### src/rtl/int_fp_div_pkg.sv
// int_fp_div_pkg: fp16/int8 format constants, step counts and FSM states for int_fp_div
package int_fp_div_pkg;
  localparam int EXP_W = 5;
  localparam int MAN_W = 10;
  localparam logic signed [6:0] BIAS = 7'sd15;
  localparam logic [4:0] EXP_INF = 5'h1F;
  localparam logic [3:0] INT_STEPS = 4'd8;
  localparam logic [3:0] FP_STEPS = 4'd12;
  localparam logic [7:0] INT8_MAX = 8'h7F;
  localparam logic [7:0] INT8_MIN = 8'h80;
  typedef enum logic [1:0] {IDLE, DIV, NORM, DONE} state_t;
endpackage

### src/rtl/int_fp_div_step.sv
// div_restore_step: one radix-2 restoring division step (shift in a bit, trial subtract)
module div_restore_step (
  input  logic [10:0] rem,
  input  logic        bit_in,
  input  logic [10:0] dvs,
  output logic [10:0] rem_next,
  output logic        q
);
  logic [11:0] t, d;
  assign t = {rem, bit_in};
  assign d = t - {1'b0, dvs};
  assign q = t >= {1'b0, dvs};
  assign rem_next = q ? d[10:0] : t[10:0];
endmodule

### src/rtl/int_fp_div.sv
// int_fp_div: iterative restoring divider for int8 and fp16 operands, one quotient bit per clock.
// ROUND_NEAREST_EN adds a guard step and round-to-nearest-even for fp; otherwise fp truncates.
module int_fp_div
  import int_fp_div_pkg::*;
(
  input  logic        clk,
  input  logic        rst,
  input  logic        in_valid,
  output logic        in_ready,
  input  logic        mode,
  input  logic [15:0] a,
  input  logic [15:0] b,
  output logic        out_valid,
  input  logic        out_ready,
  output logic [15:0] c,
  output logic        error
);
`ifdef ROUND_NEAREST_EN
  localparam logic [3:0] FP_RUN = FP_STEPS + 4'd1;
`else
  localparam logic [3:0] FP_RUN = FP_STEPS;
`endif
  localparam int QW = int'(FP_RUN);
  state_t state;
  logic [3:0] cnt;
  logic md, sq, sr, ovf;
  logic [10:0] rem, dvs, rem_n;
  logic [7:0] dvd;
  logic [QW-1:0] quo;
  logic signed [6:0] exp_d, e0, e;
  logic qb;
  logic [4:0] ea, eb;
  logic [7:0] mag_a, mag_b, qv, rv;
  logic az, bz, s_fp, spec, spec_e, hi, fp_e;
  logic [15:0] spec_c, fp_c;
  logic [11:0] q12;
  logic [9:0] mant0, mant;
`ifdef ROUND_NEAREST_EN
  logic up, co;
`endif
  div_restore_step u_step (.rem(rem), .bit_in(dvd[7]), .dvs(dvs), .rem_next(rem_n), .q(qb));
  assign in_ready = state == IDLE;
  assign out_valid = state == DONE;
  assign ea = a[MAN_W+EXP_W-1:MAN_W];
  assign eb = b[MAN_W+EXP_W-1:MAN_W];
  assign az = ea == '0;
  assign bz = eb == '0;
  assign s_fp = a[15] ^ b[15];
  assign mag_a = a[7] ? -a[7:0] : a[7:0];
  assign mag_b = b[7] ? -b[7:0] : b[7:0];
  // A zero divisor wins over a zero dividend in fp mode
  assign spec = mode ? (az | bz) : (b[7:0] == '0);
  assign spec_e = mode ? bz : 1'b1;
  assign spec_c = mode ? (bz ? {s_fp, EXP_INF, {MAN_W{1'b0}}} : {s_fp, 15'h0})
                       : {8'h00, a[7] ? INT8_MIN : INT8_MAX};
  always_comb begin
    q12 = quo[QW-1:QW-12];
    hi = q12[11];
    mant0 = hi ? q12[10:1] : q12[9:0];
    e0 = exp_d + (hi ? BIAS : BIAS - 7'sd1);
`ifdef ROUND_NEAREST_EN
    up = (hi ? q12[0] : quo[0]) & ((hi & quo[0]) | (rem != '0) | mant0[0]);
    {co, mant} = {1'b0, mant0} + {10'b0, up};
    e = e0 + $signed({6'b0, co});
`else
    mant = mant0;
    e = e0;
`endif
    fp_e = (e >= 7'sd31) | (e <= 7'sd0);
    fp_c = e >= 7'sd31 ? {sq, EXP_INF, {MAN_W{1'b0}}} : e <= 7'sd0 ? {sq, 15'h0} : {sq, e[4:0], mant};
    qv = sq ? -quo[7:0] : quo[7:0];
    rv = sr ? -rem[7:0] : rem[7:0];
  end
  always_ff @(posedge clk or posedge rst)
    if (rst) begin
      state <= IDLE;
      cnt <= '0;
      md <= 1'b0;
      sq <= 1'b0;
      sr <= 1'b0;
      ovf <= 1'b0;
      rem <= '0;
      dvs <= '0;
      dvd <= '0;
      quo <= '0;
      exp_d <= '0;
      c <= '0;
      error <= 1'b0;
    end else begin
      case (state)
        IDLE: if (in_valid) begin
          md <= mode;
          sq <= mode ? s_fp : a[7] ^ b[7];
          sr <= a[7];
          ovf <= !mode && a[7:0] == INT8_MIN && b[7:0] == 8'hFF;
          // fp starts with ma>>1 as partial remainder so the quotient equals (ma<<11)/mb
          rem <= mode ? {2'b01, a[MAN_W-1:1]} : '0;
          dvs <= mode ? {1'b1, b[MAN_W-1:0]} : {3'b0, mag_b};
          dvd <= mode ? {a[0], 7'b0} : mag_a;
          quo <= '0;
          exp_d <= $signed({2'b0, ea}) - $signed({2'b0, eb});
          cnt <= mode ? FP_RUN : INT_STEPS;
          state <= spec ? DONE : DIV;
          if (spec) begin
            c <= spec_c;
            error <= spec_e;
          end
        end
        DIV: begin
          rem <= rem_n;
          dvd <= {dvd[6:0], 1'b0};
          quo <= {quo[QW-2:0], qb};
          cnt <= cnt - 4'd1;
          if (cnt == 4'd1) state <= NORM;
        end
        NORM: begin
          c <= md ? fp_c : (ovf ? {8'h00, INT8_MAX} : {rv, qv});
          error <= md ? fp_e : ovf;
          state <= DONE;
        end
        DONE: if (out_ready) state <= IDLE;
        default: state <= IDLE;
      endcase
    end
endmodule

### config.mk
export PLATFORM = sky130hd
export DESIGN_NAME = int_fp_div
export DESIGN_NICKNAME = d
export VERILOG_FILES = /design/src/rtl/int_fp_div_pkg.sv /design/src/rtl/int_fp_div_step.sv /design/src/rtl/int_fp_div.sv
export SDC_FILE = /design/constraint.sdc
export NUM_CORES = 1
export LEC_CHECK = 0
export BUFFER_PORTS_ARGS = -buffer_cell sky130_fd_sc_hd__buf_2
export CAP_MARGIN = 20
export CELL_PAD_IN_SITES_DETAIL_PLACEMENT = 0
export CELL_PAD_IN_SITES_GLOBAL_PLACEMENT = 1
export CORE_ASPECT_RATIO = 1.75
export CORE_UTILIZATION = 45
export CTS_CLUSTER_SIZE = 24
export DETAILED_ROUTE_END_ITERATION = 10
export PLACE_DENSITY_LB_ADDON = 0.2
export SLEW_MARGIN = 20
export SYNTH_ARGS = -nofsm -noshare
export SYNTH_HDL_FRONTEND = slang
export SYNTH_HIERARCHICAL = 1
export SYNTH_SLANG_ARGS = --single-unit
### constraint.sdc
create_clock -name clk -period 2.8 [get_ports clk]
set_input_delay 0.42 -clock clk [delete_from_list [all_inputs] [get_ports clk]]
set_output_delay 0.42 -clock clk [all_outputs]
set_load 0.005 [all_outputs]
# Yosys cells after proc, flatten, opt, wreduce, memory -nomap -nowiden
# Index checks and enable logic that the tools add are counted.
[classes] add_sub_neg=8 bitwise=4 n_eq_ne=10 magnitude_cmp=3 mux=41 reduce_logical=13
[op_table] operator="16-bit 2-to-1 mux" n=5
[op_table] operator="8-bit 2-to-1 mux" n=7
[op_table] operator="15-bit 2-to-1 mux" n=3
[op_table] operator="11-bit 2-to-1 mux" n=3
[op_table] operator="8-bit negation" n=4
[op_table] operator="16-bit case mux with 2 select lines" n=1
[op_table] operator="12-bit case mux with 2 select lines" n=1
[op_table] operator="11-bit case mux with 2 select lines" n=1
[op_table] operator="10-bit 2-to-1 mux" n=2
[op_table] operator="8-bit equality test (second input constant)" n=2
[op_table] operator="8-bit case mux with 2 select lines" n=1
[op_table] operator="12-bit by 11-bit >= comparator with 1-bit output" n=1
[op_table] operator="12-bit 2-to-1 mux" n=1
[op_table] operator="11-bit subtractor" n=1
[op_table] operator="5-bit zero test" n=2
[op_table] operator="8-bit zero test" n=1
[op_table] operator="2-bit 2-to-1 mux" n=4
[op_table] operator="2-bit case mux with 4 select lines" n=1
[op_table] operator="4-bit case mux with 2 select lines" n=1
[op_table] operator="7-bit by 5-bit adder with 7-bit output" n=1
[op_table] operator="7-bit by 6-bit >= comparator with 1-bit output (second input constant)" n=1
[op_table] operator="7-bit by 1-bit <= comparator with 1-bit output (second input constant)" n=1
[op_table] operator="1-bit 2-to-1 mux" n=7
[op_table] operator="3-bit AND reduction" n=2
[op_table] operator="other kinds (17)" n=25
[word_totals] out_inout_bits=19 wordCells=92 regBits=76 input_bits=37

# Logic depth before layout (Yosys ltp)
# Gate-level depths: netlist of the first run.
[depth] depth_word=7 ltp_mapped=12

# Modules after synthesis
# The synthesis of the first run kept the hierarchy.
[modules_own_cells] mod="int_fp_div" instances=1 area_each_um2=4544.4 seq_area_each_um2=1851.8 cells_each=501
[modules_own_cells] mod="div_restore_step" instances=1 area_each_um2=754.5 seq_area_each_um2=0.0 cells_each=110

# Least setup slack after synthesis of the first run
# OpenSTA, ideal clock, no wires.
[synth_timing] path_type="reg2reg" from="register dvs[0]" to="register rem[1]" arrival_ns=2.275 path_slack_ns=0.392 stages_incl_launch_ff=12 cell_sequence="dfrtp_1 -> ha_1 -> fa_1 -> and2b_1 -> o21ai_2 -> a311oi_2 -> o2bb2ai_2 -> buf_6 -> nand2_1 -> o21ai_1 -> a221oi_1 -> a21oi_1"
[synth_via] elab_chain_cells=3 elab_cells_between_ends=4 cone_classes="1 x add/sub; 1 x order compare; 2 x mux"
[synth_lines] element="start, declared" line="int_fp_div.sv:27" rtl="logic [10:0] rem, dvs, rem_n;"
[synth_lines] element="start signal, assigned" line="int_fp_div.sv:98" rtl="dvs <= mode ? {1'b1, b[MAN_W-1:0]} : {3'b0, mag_b};"
[synth_lines] element="11-bit subtractor or 12-bit by 11-bit >= comparator with 1-bit output (tied branches)" line="int_fp_div_step.sv:11, int_fp_div_step.sv:12"
[synth_lines] element="11-bit 2-to-1 mux (*)" line="int_fp_div_step.sv:13" rtl="assign rem_next = q ? d[10:0] : t[10:0];"
[synth_lines] element="named net rem_n[1]" line="int_fp_div.sv:27"
[synth_lines] element="11-bit case mux with 2 select lines (*)" line="int_fp_div.sv:90" rtl="case (state)"
[synth_lines] element="end signal, assigned" line="int_fp_div.sv:97" rtl="rem <= mode ? {2'b01, a[MAN_W-1:1]} : '0;"
[synth_lines] element="end signal, assigned" line="int_fp_div.sv:110" rtl="rem <= rem_n;"
[synth_lines] element="end, declared" line="int_fp_div.sv:27"
# Mark *: on every way through the listed nets, which the timed path passes. The rest lies on a longest branch.
# A chain may end at the register's enable or synchronous reset.

# Worst setup path in the final report of the first run
[layout_timing] from="register dvd[7]" to="register rem[1]"
[layout_via] elab_chain_cells=3 elab_cells_between_ends=4 cone_classes="1 x add/sub; 1 x order compare; 2 x mux"
[layout_lines] element="start, declared" line="int_fp_div.sv:28" rtl="logic [7:0] dvd;"
[layout_lines] element="start signal, assigned" line="int_fp_div.sv:99" rtl="dvd <= mode ? {a[0], 7'b0} : mag_a;"
[layout_lines] element="start signal, assigned" line="int_fp_div.sv:111" rtl="dvd <= {dvd[6:0], 1'b0};"
[layout_lines] element="11-bit subtractor or 12-bit by 11-bit >= comparator with 1-bit output (tied branches)" line="int_fp_div_step.sv:11, int_fp_div_step.sv:12"
[layout_lines] element="11-bit 2-to-1 mux (*)" line="int_fp_div_step.sv:13"
[layout_lines] element="named net rem_n[1]" line="int_fp_div.sv:27"
[layout_lines] element="11-bit case mux with 2 select lines (*)" line="int_fp_div.sv:90"
# Marked as above.

==> results.yml, run 1 <==
status:
  status: "finished, violations left"
  violations: "DRC"
worst_hold_path:
  hold_path_class: "input port to async pin"
timing:
  final_max_slew_viol_count: 0
  max_slew.worst_pin.slew_ns: 0.920
  finalSetupViolCount: 0
  clock.fmax_ghz: 0.382
  finalClockSkew_ns: 0.00464
  hold_viol_final: 0
  finalSetupTns_ns: 0
  max_slew_margin: 0.387
  fin_crit_sh: 0.935
  final.min_clock_period_ns: 2.62
  rsz0062_at_grt: "false"
layout:
  nNetsFinal: 724
  drive_gt1_frac: 0.192
  final_area_sq_um: 6080
  syn_to_final_growth_pct: 14.7
  antenna_cells: 0
placement:
  gp_congestion: 0.858
  placed_area_sq_um: 5720
  hpwl_mm: 10.6
  io_buffers: 55
clock_tree:
  cts_tree: "yes"
  ctsHtreeMaxLevel: 3
  cts.sinks: 74
  clock-root-buffer: "clkbuf_16"
  clk_pin_slew_ns: 0.06
  clock_latency_ns: 0.34
  cts_buffers: 9
  clockBufferDepth: 2
grt:
  grt_pass1_wl_mm: 22.9
  grt.met3_usage: 0.0374
  gr-total-overflow: 0
  grt_busiest_layer: "met2"
  grt_pass1_vias: 4569
  grt_usage: 0.238
  use_met1: 0.263
  grt_max_degree: 75
  grt_antenna_before_repair: 0
  groute.layer.met2.usage: 0.449
synthesis:
  avgSynthCellArea_sq_um: 8.67
  synth_enable_flop_cells: 0
  syn-num-nets: 679
  syn_inst: 611
  synth_common_cells: "81 x nand2_1, 74 x dfrtp_1, 52 x o21ai_0"
  ys_ff_latch: 74
  yosysTopAreaCellShare: 0.349
  async_flop_share: 1.00
  synth_top_area_cell: "dfrtp_1"
  yosysMostFrequentCell: "nand2_1"
  netlist_area_sq_um: 5300
  ys_types: 68
  ys_seq_area_frac: 0.349
  ys.warnings.count: 6
  synth_area_leaders: "dfrtp_1 35%, ha_1 6.8%, nand2_1 5.7%"
  ys.flop_type: "dfrtp_1"
flow_run:
  maxCapViolations: 0
worst_setup_path:
  reg2reg_depth: 12
  worstPathArrival_ns: 2.83
  r2r-end: "rem[1]$_DFFE_PP0P_"
  worstReg2RegStart: "dvd[7]$_DFFE_PP0P_"
  crit_path_max_fanout: 5
  startpoint: "dvd[7]$_DFFE_PP0P_"
  required_ns: 3.01
  critPathKind: "flop to flop"
  crit_path_end: "rem[1]$_DFFE_PP0P_"
  cp-end-kind: "flop"
  ff2ff_setup_slack_ns: 0.18
  startpoint_type: "flop"
floorplanning:
  std_cell_rows: 52
  dieArea_sq_um: 12200
  die_h_um: 146
  start_util: 0.460
  ios: 56
  die_w_um: 84.0
  core_sq_um: 11500
pwr:
  p_per_area_nw_per_um2: 1310
  p_leak_nw: 2.78
  max-vdd-ir-drop_v: 0.000772
route:
  viasPerCell: 5.74
  vias: 4565
  drtIter0Drc: 237
  dr.pass1.iters: 8
  postRouteAntennaNets: 0
  drc: 7
  routed_wl_mm: 13.8
  wire_per_inst_um: 17.4
layout make-up:
cell class              count  area [sq um]
inverters                  45           169
well taps                 135           169
multi-input cells         452          3100
clock inverters             6           114
fillers                  1081          5440
flip-flops and latches     74          1850
clock buffers               9           225
repair buffers             74           443
critical path: stages (launching register included):
cell	delay, ns
dfrtp_1	0.38
inv_1	0.06
ha_1	0.21
fa_1	0.40
and2b_1	0.24
o21ai_2	0.07
a311oi_2	0.31
o2bb2ai_2	0.13
buf_4	0.17
nand2_1	0.06
o21ai_1	0.07
a221oi_1	0.32
a21oi_1	0.07
registers in the layout (all words and copies together), names as in the netlist:
register and flops:
sq 1, state 2, sr 1, ovf 1, dvd 8, cnt 4
q12 12, exp_d 6, rem 11, md 1, error 1, dvs 10
c 16
layout by cell type, fill, tap and decap left out, types with 8 or more instances in the layout:
| cell | n |
|---|---|
| a21oi_1 | 23 |
| a22o_1 | 14 |
| a22oi_1 | 11 |
| buf_2 | 55 |
| buf_4 | 17 |
| clkbuf_16 | 9 |
| dfrtp_1 | 74 |
| ha_1 | 29 |
| inv_1 | 44 |
| mux2i_1 | 15 |
| nand2_1 | 81 |
| nand2b_1 | 12 |
| nor2_1 | 35 |
| nor2b_1 | 8 |
| o21ai_0 | 51 |
| o21ai_2 | 9 |
| xnor2_1 | 21 |
| xor2_1 | 16 |
layer usage:
metal	vias up	share of wire
met4	0	0.024
met3	26	0.027
li1	2254	-
met5	-	0
met1	2205	0.40
met2	80	0.55
metrics by stage:
step	setup WS (ns)	util	std cells	hold slack, ns	total power, mW
2_1_floorplan	0.392	-	611	0.450	5.39
3_5_place_dp	0.165	0.497	779	0.467	6.62
6_report	0.182	0.528	795	0.137	7.97
5_1_grt	0.0302	0.528	795	0.203	8.63
3_3_place_gp	0.230	0.497	779	0.465	6.49
4_1_cts	0.141	0.527	794	0.181	7.98
power breakdown:
part / switching (mW) / leakage, nW / internal [mW]
registers: 0.433 / 0.940 / 1.52
clock network: 0.459 / 0.158 / 0.868
logic: 2.71 / 1.68 / 1.98
how the worst min path moves through the flow:
stage	end	depth (start not counted)	slack (ns)
floorplan	dvd[6]$_DFFE_PP0P_	2	0.45
global placement	c[12]$_DFFE_PP0P_	1	0.47
detailed placement	c[12]$_DFFE_PP0P_	1	0.47
CTS	exp_d[3]$_DFFE_PP0P_	3	0.18
global route	exp_d[3]$_DFFE_PP0P_	3	0.20
finish	exp_d[3]$_DFFE_PP0P_	3	0.14
timing repair:
action / CTS / global route
buffers inserted: 0 / 1
hold endpoints to repair: 0 / 0
setup endpoints to repair: 0 / 3
gates resized for setup: 0 / 2
hold buffers: 0 / 0
logic make-up (layout without fill, tap and decap cells):
logic type / after synthesis / in the layout / synth area share
DFF: 74 / 74 / 0.349
AOI/OAI and AO/OA: 183 / 183 / 0.245
adders and majority gates: 31 / 31 / 0.0760
muxes: 18 / 18 / 0.0347
xor gates and xnor gates: 37 / 37 / 0.0612
buffers and inverters: 85 / 134 / 0.0664
and+or+nand+nor: 183 / 183 / 0.167
No activity file was read; power rests on OpenSTA's default activity.
==> run 2: changes to the inputs <==
BUFFER_PORTS_ARGS = -buffer_cell sky130_fd_sc_hd__clkbuf_2   (was -buffer_cell sky130_fd_sc_hd__buf_2)
==> run 2 against run 1 <==
Against the previous run:
- the flow still finishes with violations (DRC)
- clock-buffer cell count unchanged
- critical path depth decreased by 1
- register-to-register slack about the same
- routed wire length increased by 0.46%
- die area unchanged
- worst setup slack improved by 0.014 ns
- clock skew increased by 0.0038 ns
- first-iteration DRC count decreased by 9.7%
- clock power decreased by 7%
- total power decreased by 1.4%
==> results.yml, run 2 (same netlist as run 1, synthesis figures left out) <==
status:
  status: "finished, violations left"
  violations: "DRC"
layout:
  multi_input_area_sq_um: 3100
  antenna_cells: 0
  top_register: "c"
  layout_commonest_cell: "nand2_1"
  seq_area_sq_um: 1850
  nNetsFinal: 724
  syn_to_final_growth_pct: 14.1
  largest_register_ffs: 16
  final_util: 0.525
  final_area_sq_um: 6050
  n_fill_cell: 1099
  drive_gt1_frac: 0.191
  final_cell_mix: "81 x nand2_1, 74 x dfrtp_1, 55 x clkbuf_2"
worst_setup_path:
  r2r-end: "rem[4]$_DFFE_PP0P_"
  cp_num_cells: 11
  cp_cell_sequence: "inv_1, ha_1, fa_1, and2b_1, o21ai_2, a311oi_2, o2bb2ai_2, buf_4, o31ai_1, a22oi_1, o21ai_0"
  ff2ff_setup_slack_ns: 0.20
  worstReg2RegStart: "dvd[7]$_DFFE_PP0P_"
  worstPathArrival_ns: 2.86
  cp_num_buf_inv: 2
  crit_path_max_fanout: 15
  reg2reg_depth: 11
  cp-end-kind: "flop"
  critPathKind: "flop to flop"
  startpoint_type: "flop"
  path_delay_family: "compound AO/OA/AOI/OAI gates"
  required_ns: 3.05
  max_stage_delay_ns: 0.41
  slowest_stage: "fa_1"
grt:
  grt_antenna_before_repair: 0
  grt_pass1_vias: 4653
  grt_max_degree: 75
  gr-total-overflow: 0
  grt_usage: 0.243
  grt_pass1_wl_mm: 23.4
placement:
  hpwl_mm: 10.6
  gp_congestion: 0.843
  io_buffers: 55
  placed_area_sq_um: 5720
timing:
  max_slew_margin: 0.362
  final_max_slew_viol_count: 0
  finalClockSkew_ns: 0.00847
  finalSetupViolCount: 0
  hold_viol_final: 0
  clock.fmax_ghz: 0.384
  final.min_clock_period_ns: 2.60
  max_slew.worst_pin.slew_ns: 0.957
  fin_crit_sh: 0.930
pwr:
  p_per_area_nw_per_um2: 1300
  max-vdd-ir-drop_v: 0.000759
  p_leak_nw: 2.78
clock_tree:
  cts_resized: 0
  holdBufCountCts: 0
  cts.sinks: 74
  cts_tree: "yes"
  ctsHtreeMaxLevel: 3
  clock_latency_ns: 0.33
  clock-root-buffer: "clkbuf_16"
  clockBufferDepth: 2
  clk_pin_slew_ns: 0.06
  cts_buffers: 9
floorplanning:
  start_util: 0.460
  core_sq_um: 11500
  dieArea_sq_um: 12200
  ios: 56
  std_cell_rows: 52
  die_h_um: 146
  die_w_um: 84.0
route:
  wire_per_inst_um: 17.4
  vias: 4557
  routed_wl_mm: 13.9
  dr.pass1.iters: 8
  drc: 8
  postRouteAntennaNets: 0
  viasPerCell: 5.73
  drtIter0Drc: 214
worst_hold_path:
  hold_path_class: "input port to async pin"
flow_run:
  maxCapViolations: 0
-- run 2: cell types whose count changed in the layout (fill, tap and decap cells not counted) --
cell,previous run,this run
o31ai_2,1,0
buf_2,55,0
o21ai_1,6,5
o31ai_1,4,5
clkinv_4,0,1
clkinv_2,0,1
o21ai_0,51,52
clkbuf_2,0,55
clkinvlp_4,2,1
bufinv_16,3,2
-- run 2: area by class of cell --
class,instances,area share
multi-input cells,452,0.513
flip-flops and latches,74,0.306
repair buffers,74,0.0732
clock buffers,9,0.0372
inverters,45,0.0279
well taps,135,0.0279
clock inverters,6,0.0149
-- run 2: repair_timing --
action,in CTS,in global routing
endpoints found under the hold margin,0,0
setup buffers,0,1
setup endpoints to repair,0,2
-- run 2: through the flow --
| stage | setup WS (ns) | instances | total power, mW | TNS [ns] | hold slack, ns |
|---|---|---|---|---|---|
| global placement | 0.233 | 779 | 6.49 | 0 | 0.467 |
| floorplan | 0.392 | 611 | 5.39 | 0 | 0.450 |
| global route | -0.00690 | 795 | 8.53 | -0.00690 | 0.190 |
| detailed placement | 0.140 | 779 | 6.62 | 0 | 0.473 |
| finish | 0.197 | 795 | 7.86 | 0 | 0.137 |
| CTS | 0.115 | 794 | 7.90 | 0 | 0.165 |
-- run 2: power breakdown --
group / internal, mW / switching [mW]
logic: 1.97 / 2.69
clock network: 0.778 / 0.461
registers: 1.52 / 0.438
-- run 2: worst max-delay path by stage --
stage	startpoint	to
2_1_floorplan	dvs[0]$_DFFE_PP0P_	rem[1]$_DFFE_PP0P_
3_3_place_gp	dvd[7]$_DFFE_PP0P_	rem[4]$_DFFE_PP0P_
3_5_place_dp	dvd[7]$_DFFE_PP0P_	rem[4]$_DFFE_PP0P_
4_1_cts	dvd[7]$_DFFE_PP0P_	rem[4]$_DFFE_PP0P_
5_1_grt	dvd[7]$_DFFE_PP0P_	rem[4]$_DFFE_PP0P_
6_report	dvd[7]$_DFFE_PP0P_	rem[4]$_DFFE_PP0P_
-- run 2: per-layer routing --
| layer | global-route usage | vias to the layer above | wire, um |
|---|---|---|---|
| met1 | 0.271 | 2199 | 5570 |
| met3 | 0.0352 | 19 | 297 |
| li1 | - | 2252 | - |
| met4 | 0.0914 | 0 | 309 |
| met2 | 0.457 | 87 | 7690 |
| met5 | 0 | - | 0 |
-- run 2: worst register-to-register path, stage by stage (launching register included) --
cell,delay (ns)
dfrtp_1,0.37
inv_1,0.05
ha_1,0.21
fa_1,0.41
and2b_1,0.25
o21ai_2,0.07
a311oi_2,0.27
o2bb2ai_2,0.12
buf_4,0.21
o31ai_1,0.25
a22oi_1,0.12
o21ai_0,0.19
